File: src/rtl/timer_pkg.sv
// Shared definitions for the timer blocks (countdown_timer, stopwatch).
// Contents: FSM state encoding, M/SS/D field widths and limits, and the
// load-value clamp helpers. Optional feature macro used by the countdown
// top: COUNTDOWN_AUTO_RELOAD_EN.
package timer_pkg;
  localparam int M_W    = 4;
  localparam int SS_W   = 6;
  localparam int D_W    = 4;
  localparam int DS_MAX = 9;
  localparam int SS_MAX = 59;
  localparam int M_MAX  = 15;

  typedef enum logic [1:0] {
    IDLE    = 2'd0,
    RUN     = 2'd1,
    PAUSED  = 2'd2,
    EXPIRED = 2'd3
  } state_t;

  function automatic logic [SS_W-1:0] clamp_ss(input logic [SS_W-1:0] v);
    return (v > SS_W'(SS_MAX)) ? SS_W'(SS_MAX) : v;
  endfunction

  function automatic logic [D_W-1:0] clamp_d(input logic [D_W-1:0] v);
    return (v > D_W'(DS_MAX)) ? D_W'(DS_MAX) : v;
  endfunction
endpackage

File: src/rtl/bcd_borrow_chain.sv
// Combinational one-decisecond decrement of an M/SS/D time value.
// Ports:
//   m, ss, d           current value
//   m_nx, ss_nx, d_nx  value minus 0:00.1 (only meaningful when !is_zero)
//   is_zero            current value is 0:00.0
//   nx_zero            decremented value is 0:00.0 (next tick expires)
module bcd_borrow_chain
  import timer_pkg::*;
(
  input  logic [M_W-1:0]  m,
  input  logic [SS_W-1:0] ss,
  input  logic [D_W-1:0]  d,
  output logic [M_W-1:0]  m_nx,
  output logic [SS_W-1:0] ss_nx,
  output logic [D_W-1:0]  d_nx,
  output logic            is_zero,
  output logic            nx_zero
);
  logic borrow_ss, borrow_m;

  always_comb begin
    borrow_ss = (d == '0);
    borrow_m  = borrow_ss && (ss == '0);
    d_nx  = borrow_ss ? D_W'(DS_MAX) : d - D_W'(1);
    ss_nx = ss;
    if (borrow_ss) ss_nx = (ss == '0) ? SS_W'(SS_MAX) : ss - SS_W'(1);
    // Callers never decrement 0:00.0, so m cannot underflow here.
    m_nx  = borrow_m ? m - M_W'(1) : m;
    is_zero = (m == '0) && (ss == '0) && (d == '0);
    nx_zero = (m_nx == '0) && (ss_nx == '0) && (d_nx == '0);
  end
endmodule

File: src/rtl/countdown_timer.sv
// Down-counting M:SS.D timer. Loaded with a value, counts down one
// decisecond every TICKS_PER_DS clocks while running, pulses done for one
// cycle when it reaches 0:00.0.
// Ports:
//   clk                 clock, rising edge
//   clr                 synchronous active-high reset (highest priority)
//   load                capture clamped M_in/SS_in/D_in, go IDLE
//   start               start/resume counting
//   pause               freeze counting (RUN only)
//   M_in/SS_in/D_in     load value (SS clamps to 59, D clamps to 9)
//   M/SS/D              current value (registered)
//   running             registered, high in RUN
//   done                registered one-cycle expiry pulse
// Optional: COUNTDOWN_AUTO_RELOAD_EN -- on expiry reload the last loaded
// value and keep running (done still pulses); a zero shadow still expires.
module countdown_timer
  import timer_pkg::*;
#(
  parameter int TICKS_PER_DS = 10,
  parameter int PRE_W        = 4
) (
  input  logic            clk,
  input  logic            clr,
  input  logic            load,
  input  logic            start,
  input  logic            pause,
  input  logic [M_W-1:0]  M_in,
  input  logic [SS_W-1:0] SS_in,
  input  logic [D_W-1:0]  D_in,
  output logic [M_W-1:0]  M,
  output logic [SS_W-1:0] SS,
  output logic [D_W-1:0]  D,
  output logic            running,
  output logic            done
);
  localparam logic [PRE_W-1:0] PRE_LAST = PRE_W'(TICKS_PER_DS - 1);

  state_t           state;
  logic [PRE_W-1:0] pre;

  logic [M_W-1:0]  m_nx;
  logic [SS_W-1:0] ss_nx;
  logic [D_W-1:0]  d_nx;
  logic            is_zero, nx_zero;

  bcd_borrow_chain u_chain (
    .m(M), .ss(SS), .d(D),
    .m_nx(m_nx), .ss_nx(ss_nx), .d_nx(d_nx),
    .is_zero(is_zero), .nx_zero(nx_zero)
  );

`ifdef COUNTDOWN_AUTO_RELOAD_EN
  logic [M_W-1:0]  sh_m;
  logic [SS_W-1:0] sh_ss;
  logic [D_W-1:0]  sh_d;
  logic            sh_zero;
  assign sh_zero = (sh_m == '0) && (sh_ss == '0) && (sh_d == '0);

  always_ff @(posedge clk) begin
    if (clr) begin
      sh_m  <= '0;
      sh_ss <= '0;
      sh_d  <= '0;
    end else if (load) begin
      sh_m  <= M_in;
      sh_ss <= clamp_ss(SS_in);
      sh_d  <= clamp_d(D_in);
    end
  end
`endif

  always_ff @(posedge clk) begin
    done <= 1'b0;
    if (clr) begin
      M       <= '0;
      SS      <= '0;
      D       <= '0;
      pre     <= '0;
      state   <= IDLE;
      running <= 1'b0;
    end else if (load) begin
      M       <= M_in;
      SS      <= clamp_ss(SS_in);
      D       <= clamp_d(D_in);
      pre     <= '0;
      state   <= IDLE;
      running <= 1'b0;
    end else begin
      case (state)
        IDLE, PAUSED: begin
          // pre is deliberately kept so a resume finishes the partial tick.
          if (start) begin
            if (is_zero) begin
              state <= EXPIRED;
              done  <= 1'b1;
            end else begin
              state   <= RUN;
              running <= 1'b1;
            end
          end
        end
        RUN: begin
          if (pause) begin
            state   <= PAUSED;
            running <= 1'b0;
          end else if (pre == PRE_LAST) begin
            pre  <= '0;
            M    <= m_nx;
            SS   <= ss_nx;
            D    <= d_nx;
            if (nx_zero) begin
              done <= 1'b1;
`ifdef COUNTDOWN_AUTO_RELOAD_EN
              if (!sh_zero) begin
                M  <= sh_m;
                SS <= sh_ss;
                D  <= sh_d;
              end else begin
                state   <= EXPIRED;
                running <= 1'b0;
              end
`else
              state   <= EXPIRED;
              running <= 1'b0;
`endif
            end
          end else begin
            pre <= pre + PRE_W'(1);
          end
        end
        default: ; // EXPIRED holds 0:00.0 until load or clr
      endcase
    end
  end
endmodule

File: config.mk
export PLATFORM = sky130hd
export DESIGN_NAME = countdown_timer
export DESIGN_NICKNAME = d
export VERILOG_FILES = /design/src/rtl/timer_pkg.sv /design/src/rtl/bcd_borrow_chain.sv /design/src/rtl/countdown_timer.sv
export SDC_FILE = /design/constraint.sdc
export NUM_CORES = 1
export LEC_CHECK = 0
export CORE_AREA = 2 2 76 42
export CTS_CLUSTER_SIZE = 16
export DETAILED_ROUTE_END_ITERATION = 10
export DIE_AREA = 0 0 78 44
export PLACE_DENSITY = 0.81
export SYNTH_ARGS = -nofsm -noshare
export SYNTH_HDL_FRONTEND = slang
export SYNTH_SLANG_ARGS = --single-unit
File: constraint.sdc
create_clock -name clk -period 4.7 [get_ports clk]
set_input_delay 0.47 -clock clk [delete_from_list [all_inputs] [get_ports clk]]
set_output_delay 0.47 -clock clk [all_outputs]
set_load 0.02 [all_outputs]
Word level (Yosys, flattened, before mapping)
Cells that the tools add are included.
{"block": "op_classes", "eq_ne": 8, "addsub": 4, "muxes": 37, "reduce_logical": 21, "n_lt_le_gt_ge": 2, "bitwise_logic": 1}
{"operator": "$mux W4", "count": 12}
{"operator": "$mux W6", "count": 7}
{"operator": "$logic_not A4 Y1", "count": 4}
{"operator": "$logic_not A6 Y1", "count": 2}
{"operator": "$mux W1", "count": 10}
{"operator": "$mux W2", "count": 5}
{"operator": "$sub A4 B1 Y4 const B", "count": 2}
{"operator": "$gt A6 B6 Y1 const B", "count": 1}
{"operator": "$ne A2 B2 Y1 const B", "count": 3}
{"operator": "$ne A3 B3 Y1 const B", "count": 2}
{"operator": "$reduce_bool A2 Y1", "count": 3}
{"operator": "$sub A6 B1 Y6 const B", "count": 1}
{"operator": "$logic_and A1 B1 Y1", "count": 5}
{"operator": "$reduce_and A5 Y1", "count": 1}
{"operator": "$add A4 B1 Y4 const B", "count": 1}
{"operator": "$eq A4 B4 Y1 const B", "count": 1}
{"operator": "$gt A4 B4 Y1 const B", "count": 1}
{"operator": "$pmux W1 S2", "count": 2}
{"operator": "$pmux W2 S2", "count": 1}
{"operator": "$reduce_and A4 Y1", "count": 1}
{"operator": "$reduce_or A2 Y1", "count": 2}
{"operator": "$reduce_and A3 Y1", "count": 1}
{"operator": "$eq A2 B1 Y1 const B", "count": 1}
{"operator": "$eq A2 B2 Y1 const B", "count": 1}
{"operator": "other kinds (3)", "count": 3}
{"block": "totals", "regBits": 22, "input_bits": 19, "output_inout_bits": 16, "elab_cells": 80}

Longest topological paths before layout
Gate-level depths: netlist of the first run.
{"block": "depth", "depth_word": 10, "mapped_depth": 8, "ltp_nobuf": 8}

By module
A second synthesis of the first run with hierarchy kept.
{"block": "hier_totals", "cells_unflattened": 200, "hier_area_um2": 1587.8}
{"mod": "countdown_timer", "cells_each": 132, "area_per_inst_um2": 1142.3, "n_inst": 1, "seq_area_each_um2": 440.4}
{"mod": "bcd_borrow_chain", "cells_each": 68, "area_per_inst_um2": 445.4, "n_inst": 1, "seq_area_each_um2": 0.0}

Worst setup path before layout of the first run
Ideal clock, no wire load.
{"block": "synth_timing", "kind": "flip-flop to flip-flop", "startpoint": "register D[3]", "endpoint": "register state[1]", "stages_incl_launch_ff": 6, "setup_time_ps": 86, "arrival_ps": 2112, "period_less_slack_ps": 2199, "path_buffers": 0, "required_ps": 4614, "path_slack_ps": 2501, "path_cell_list": "dfxtp_1 or4_4 o31ai_2 o21ai_1 or4_4 a221oi_2"}
{"block": "synth_via", "elab_chain_len": 8, "elab_cells_between_ends": 17, "cone_classes": "add/sub: 1; eq/ne: 1; mux: 6; reduce/logical: 9"}
{"item": "from (decl)", "line": "countdown_timer.sv:32", "source": "output logic [D_W-1:0] D,"}
{"item": "from (signal assigned)", "line": "countdown_timer.sv:84", "source": "D <= clamp_d(D_in);"}
{"item": "from (signal assigned)", "line": "countdown_timer.sv:110", "source": "D <= d_nx;"}
{"item": "branches (longest 8 deep; another with $sub A4 B1 Y4)"}
{"item": "to (signal assigned)", "line": "countdown_timer.sv:79", "source": "state <= IDLE;"}
{"item": "to (signal assigned)", "line": "countdown_timer.sv:86", "source": "state <= IDLE;"}
{"item": "to (signal assigned)", "line": "countdown_timer.sv:94", "source": "state <= EXPIRED;"}
{"item": "to (decl)", "line": "countdown_timer.sv:38", "source": "state_t state;"}
Several ways; the timed one is not identified. The select of a mux whose other input is x is not followed.
A chain may end at the register's enable or synchronous reset.

Worst setup path in the final report of the first run
{"block": "layout_timing", "startpoint": "register D[0]", "endpoint": "register state[1]"}
The elaborated chain is that of the path after synthesis.

==> impl_metrics.yaml, run 1 <==
worst_setup_path:
  cp_cell_sequence: "nor4_2 -> nand3_1 -> a221o_1 -> or4_4 -> a221oi_2"
  max_stage_delay_ps: 750
  crit_buf_inv: 0
  cp-end-kind: "register"
  startpoint_type: "register"
  crit_type: "register to register"
  critPathMaxFanout: 8
  rrSetupSlack_ps: 2150
  required_ps: 4890
  slowest_stage: "nor4_2"
  arrival_ps: 2740
  crit_family: "simple AND/OR/NAND/NOR gates"
routing:
  post-route-drc-count: 0
  wl_per_cell_um: 15.4
  routed_wl_mm: 3.71
  first_iter_violations: 112
  vias: 1415
  firstDrtPassIters: 4
  final_antenna_net_count: 0
  vias_per_cell: 5.87
pwr:
  ir_drop_v: 0.000130
  leakage_uw: 0.000631
  power.density_nw_per_um2: 262
run_status:
  status: "finished, final reports clean"
synth:
  synth_cell_types: 48
  yosys-top-cells-area: "dfxtp_1, nor2_1, xnor2_1"
  syn_area_um2: 1350
  yosysTopAreaCell: "dfxtp_1"
  synth-main-ff-cell: "dfxtp_1"
  synth_cells: 169
  synthesis.nets: 191
  synthArstFlopShare_pct: 0
  synth_enable_flop_cells: 0
  synth-seq-cells: 22
  synth_top_area_share_pct: 32.6
  synth_warnings: 0
  seq_area_frac_synth_pct: 32.6
  avgSynthCellArea_um2: 7.99
grt:
  grt_max_degree: 28
  grt_pass1_wl_mm: 5.81
  grt_remaining_overflow: 0
  grt_pass1_vias: 1178
  gr-usage-all-layers_pct: 22.0
  antenna_found_initial: 0
cells_and_area:
  n_antenna_cell: 0
  seqCellArea_um2: 440
  layout-drive-gt1-share_pct: 7.46
  layout_common_cells: "clkdlybuf4s50_1, dfxtp_1, nor2_1"
  final_common_cell: "clkdlybuf4s50_1"
  num-fill-cells: 234
  area_growth_pct: 30.2
  finish.instance_area_um2: 1760
  nNetsFinal: 224
  multi_input_area_um2: 835
  finalNonFillerCells: 241
sta:
  tns_ps: 0
  tightest_slew_ps: 918
  hold_viol: 0
  maxSlewHeadroom_pct: 38.6
  fmax_mhz: 392
  holdWs_ps: 544
  setup_viol: 0
  finalCriticalPeriod_ps: 2550
  rsz0062_at_grt: "false"
  fin_skew_ps: 4.04
  slew_violations: 0
  fin_crit_sh_pct: 54.2
place:
  dpl_cell_area_um2: 1700
  place_congestion: 0.922
  port_buffers: 34
  dp_cells: 237
  hpwl_mm: 2.70
clock_network:
  cts.hold.buffers_added: 0
  cts_sinks: 22
  cts_setup_buffers: 0
  cts_tree: "built"
  clkLatencyLatePin_ps: 270
  htree_levels: 1
  numCtsBuffers: 3
  root_buffer: "clkbuf_8"
  path_clk_slew_ps: 90
  cts_resized: 0
  clockBufferDepth: 2
floorplanning:
  pin_count: 35
  die_area_um2: 3430
  num_rows: 14
  start_util_pct: 48.2
  die_h_um: 44
  die_w_um: 78
  core_um2: 2800
min_path:
  hold_class: "register to register"
run:
  max_cap_viol_count: 0
## metal layers
metal | part of all wire (%) | GRT usage (%)
met2 | 40 | 33.4
met1 | 48 | 31.3
met3 | 9.5 | 6.04
met5 | 0 | 0
met4 | 2.1 | 5.26
## state kept, by name, indices dropped and copies added (netlist names)
name	count
pre	4
state	2
SS	6
done	1
D	4
M	4
running	1
## synth_stat cells (4+ instances only)
library cell	n
dfxtp_1	22
nor2_1	18
nand2_1	13
a21oi_1	10
inv_1	10
o21ai_0	9
nor3_1	7
xnor2_1	6
a31oi_1	5
nand3_1	5
nor2b_1	5
clkbuf_1	4
mux2i_1	4
nand4_1	4
nor4_1	4
o21ai_1	4
## worst paths after layout
check	startpoint	end	depth (start not counted)
hold / removal	pre[3]	pre[3]	2
setup reg to reg	D[0]	state[1]	5
setup / recovery	D[0]	state[1]	5
hold reg to reg	pre[3]	pre[3]	2
## kinds of logic (layout without fill, tap and decap cells)
group / count (synthesis) / count (layout) / share of synthesized area [%]
AOI/OAI and AO/OA: 43 / 43 / 20.9
xor gates and xnor gates: 7 / 7 / 4.54
adders and majority gates: 3 / 3 / 2.78
buffers and inverters: 16 / 48 / 5.56
DFF: 22 / 22 / 32.6
muxes: 4 / 4 / 2.97
and+or+nand+nor: 74 / 74 / 30.6
## power breakdown
part | switching (µW) | leakage [µW] | internal [µW]
clock network | 67.8 | 0.0000288 | 74.9
logic | 55.3 | 0.000422 | 52.9
registers | 14.2 | 0.000181 | 195
total | 137 | 0.000631 | 323
## metrics by stage
stage          power [µW]  setup WS, ps  util [%]
2_1_floorplan         274          2500         -
3_3_place_gp          315          2060      60.8
3_5_place_dp          319          1910      60.8
4_1_cts               457          2230      62.7
5_1_grt               477          1950      62.7
6_report              460          2150      62.7
## cell type report
type / count / share of cell area [%]
Multi-Input combinational cell: 131 / 47.5
Sequential cell: 22 / 25.1
Timing Repair Buffer: 34 / 19.4
Clock buffer: 4 / 3.13
Tap cell: 40 / 2.85
Inverter: 10 / 2.14
## worst min-delay path: stages (launching register included)
cell and delay [ps]:
dfxtp_1 340, o21ai_0 90, a21oi_1 70
Power figures use the tool's default switching activity.
==> inputs of run 2 (changes only) <==
--- a/config.mk
+++ b/config.mk
@@ -5,11 +5,11 @@
 export SDC_FILE = /design/constraint.sdc
 export NUM_CORES = 1
 export LEC_CHECK = 0
-export CORE_AREA = 2 2 76 42
+export CORE_AREA = 2 2 83 45
 export CTS_CLUSTER_SIZE = 16
 export DETAILED_ROUTE_END_ITERATION = 10
-export DIE_AREA = 0 0 78 44
-export PLACE_DENSITY = 0.81
+export DIE_AREA = 0 0 85 47
+export PLACE_DENSITY = 0.73
 export SYNTH_ARGS = -nofsm -noshare
 export SYNTH_HDL_FRONTEND = slang
 export SYNTH_SLANG_ARGS = --single-unit
==> constraint.sdc (replaced) <==
create_clock -name clk -period 2.23 [get_ports clk]
set_input_delay 0.223 -clock clk [delete_from_list [all_inputs] [get_ports clk]]
set_output_delay 0.223 -clock clk [all_outputs]
set_load 0.02 [all_outputs]
==> impl_metrics.yaml, run 2 (same netlist as run 1, synthesis figures left out) <==
sta:
  hold_viol: 0
  fin_ws_ps: 80.7
  maxSlewHeadroom_pct: 65.8
  fin_skew_ps: 5.65
  rsz0062_at_grt: "false"
  fin_crit_sh_pct: 96.4
  tightest_slew_ps: 509
  slew_violations: 0
  tns_ps: 0
  setup_viol: 0
  finalCriticalPeriod_ps: 2150
  fmax_mhz: 465
min_path:
  hold_class: "input port to register"
  hold_path_depth: 3
  min-delay-start: "M_in[2]"
  min_to: "M[2]"
cells_and_area:
  n_antenna_cell: 0
  layout_common_cells: "clkdlybuf4s50_1, buf_4, dfxtp_1"
  layout-drive-gt1-share_pct: 16.7
  nNetsFinal: 245
  final_common_cell: "clkdlybuf4s50_1"
  area_growth_pct: 41.9
  num-fill-cells: 306
  largest_reg_flops: 6
  largest_register: "SS"
grt:
  gr-usage-all-layers_pct: 20.9
  grt_pass1_wl_mm: 6.28
  grt_max_degree: 15
  antenna_found_initial: 0
  grt_pass1_vias: 1303
  grt_remaining_overflow: 0
pwr:
  leakage_uw: 0.000731
  ir_drop_v: 0.000308
  p_switching_uw: 288
  power.density_nw_per_um2: 501
  power_uw: 960
  p_seq_share_pct: 45.0
  swShare_pct: 29.9
  pwr-share-comb_pct: 28.5
  clkPwrFrac_pct: 26.5
  internal-power_uw: 673
place:
  place_congestion: 0.828
  hpwl_mm: 3.09
  pre_cts_slack_ps: -58.9
  port_buffers: 34
worst_setup_path:
  max_stage_delay_ps: 560
  r2r_end: "state[1]"
  startpoint_type: "register"
  crit_buf_inv: 0
  cp_cell_sequence: "or4_4 -> o31ai_2 -> o21ai_1 -> or4_4 -> a221oi_2"
  cp-end-kind: "register"
  rrSetupSlack_ps: 80
  cp_common_cell: "or4_4"
  required_ps: 2410
  crit_type: "register to register"
  rr_worst_depth: 5
  r2r-start: "D[3]"
  arrival_ps: 2330
  slowest_stage: "or4_4"
  critPathMaxFanout: 3
  crit_family: "simple AND/OR/NAND/NOR gates"
clock_network:
  cts.hold.buffers_added: 0
  htree_levels: 1
  numCtsBuffers: 3
  path_clk_slew_ps: 80
  root_buffer: "clkbuf_8"
  cts_tree: "built"
  clkLatencyLatePin_ps: 270
  cts_sinks: 22
  clockBufferDepth: 2
floorplanning:
  pin_count: 35
  num_rows: 15
  core_um2: 3280
  die_w_um: 85
  start_util_pct: 41.1
  die_h_um: 47
  die_area_um2: 4000
routing:
  vias: 1451
  routed_wl_mm: 3.90
  wl_per_cell_um: 14.8
  final_antenna_net_count: 0
  firstDrtPassIters: 4
  vias_per_cell: 5.52
  post-route-drc-count: 0
  first_iter_violations: 98
run_status:
  status: "finished, final reports clean"
run:
  max_cap_viol_count: 0
-- run 2: changes by cell type in the layout (fill, tap and decap cells not counted), sizes merged --
cell	previous run	this run
buf	0	21
clkbuf	4	3
-- run 2: worst max path at each step --
stage / from / endpoint / slack [ps] / depth (start not counted)
global placement: D[3] / running / 50 / 6
CTS: D[3] / state[1] / 70 / 5
finish: D[3] / state[1] / 80 / 5
global route: D[3] / state[1] / 4 / 5
floorplan: D[3] / state[1] / 30 / 5
detailed placement: D[3] / running / -60 / 6
-- run 2: through the flow --
step / hold WS, ps / utilization, % / instance area, µm² / cells
after floorplan: 295 / - / 1350 / 169
after global placement: 501 / 56.7 / 1860 / 260
after detailed placement: 533 / 56.7 / 1860 / 260
after CTS: 527 / 58.2 / 1910 / 263
after global routing: 552 / 58.3 / 1920 / 263
final: 529 / 58.3 / 1920 / 263
-- run 2: layout make-up --
cell class              count  area [µm²]  share of cell area (%)
clock buffers               3        41.3                    2.16
inverters                  10        37.5                    1.96
flip-flops and latches     22         443                    23.1
multi-input cells         131         843                    44.0
well taps                  42        52.6                    2.74
repair buffers             55         498                    26.0
-- run 2: worst register-to-register path, delay by kind of cell (launching register included) --
kind | cells | cell delay (ps)
and+or+nand+nor | 2 | 1110
AOI/OAI and AO/OA | 3 | 610
DFF | 1 | 350
-- run 2: power groups by stage --
stage | registers [µW] | logic (µW) | clock network, µW
after floorplan | 461 | 117 | 0
after global placement | 437 | 265 | 0
after detailed placement | 439 | 269 | 0
after CTS | 431 | 272 | 256
after global routing | 435 | 296 | 275
final | 432 | 274 | 255
-- run 2: metal layers --
metal	track usage [%]	vias up	wire (µm)
met5	0	-	0
met4	1.90	0	12
met1	30.8	674	2000
li1	-	719	-
met3	5.98	2	376
met2	32.0	56	1510
-- run 2: timing repair --
item / CTS / global route
buffers inserted: 0 / 0
gates resized for setup: 1 / 2
hold endpoints to repair: 0 / 0
endpoints found under the setup margin: 2 / 2
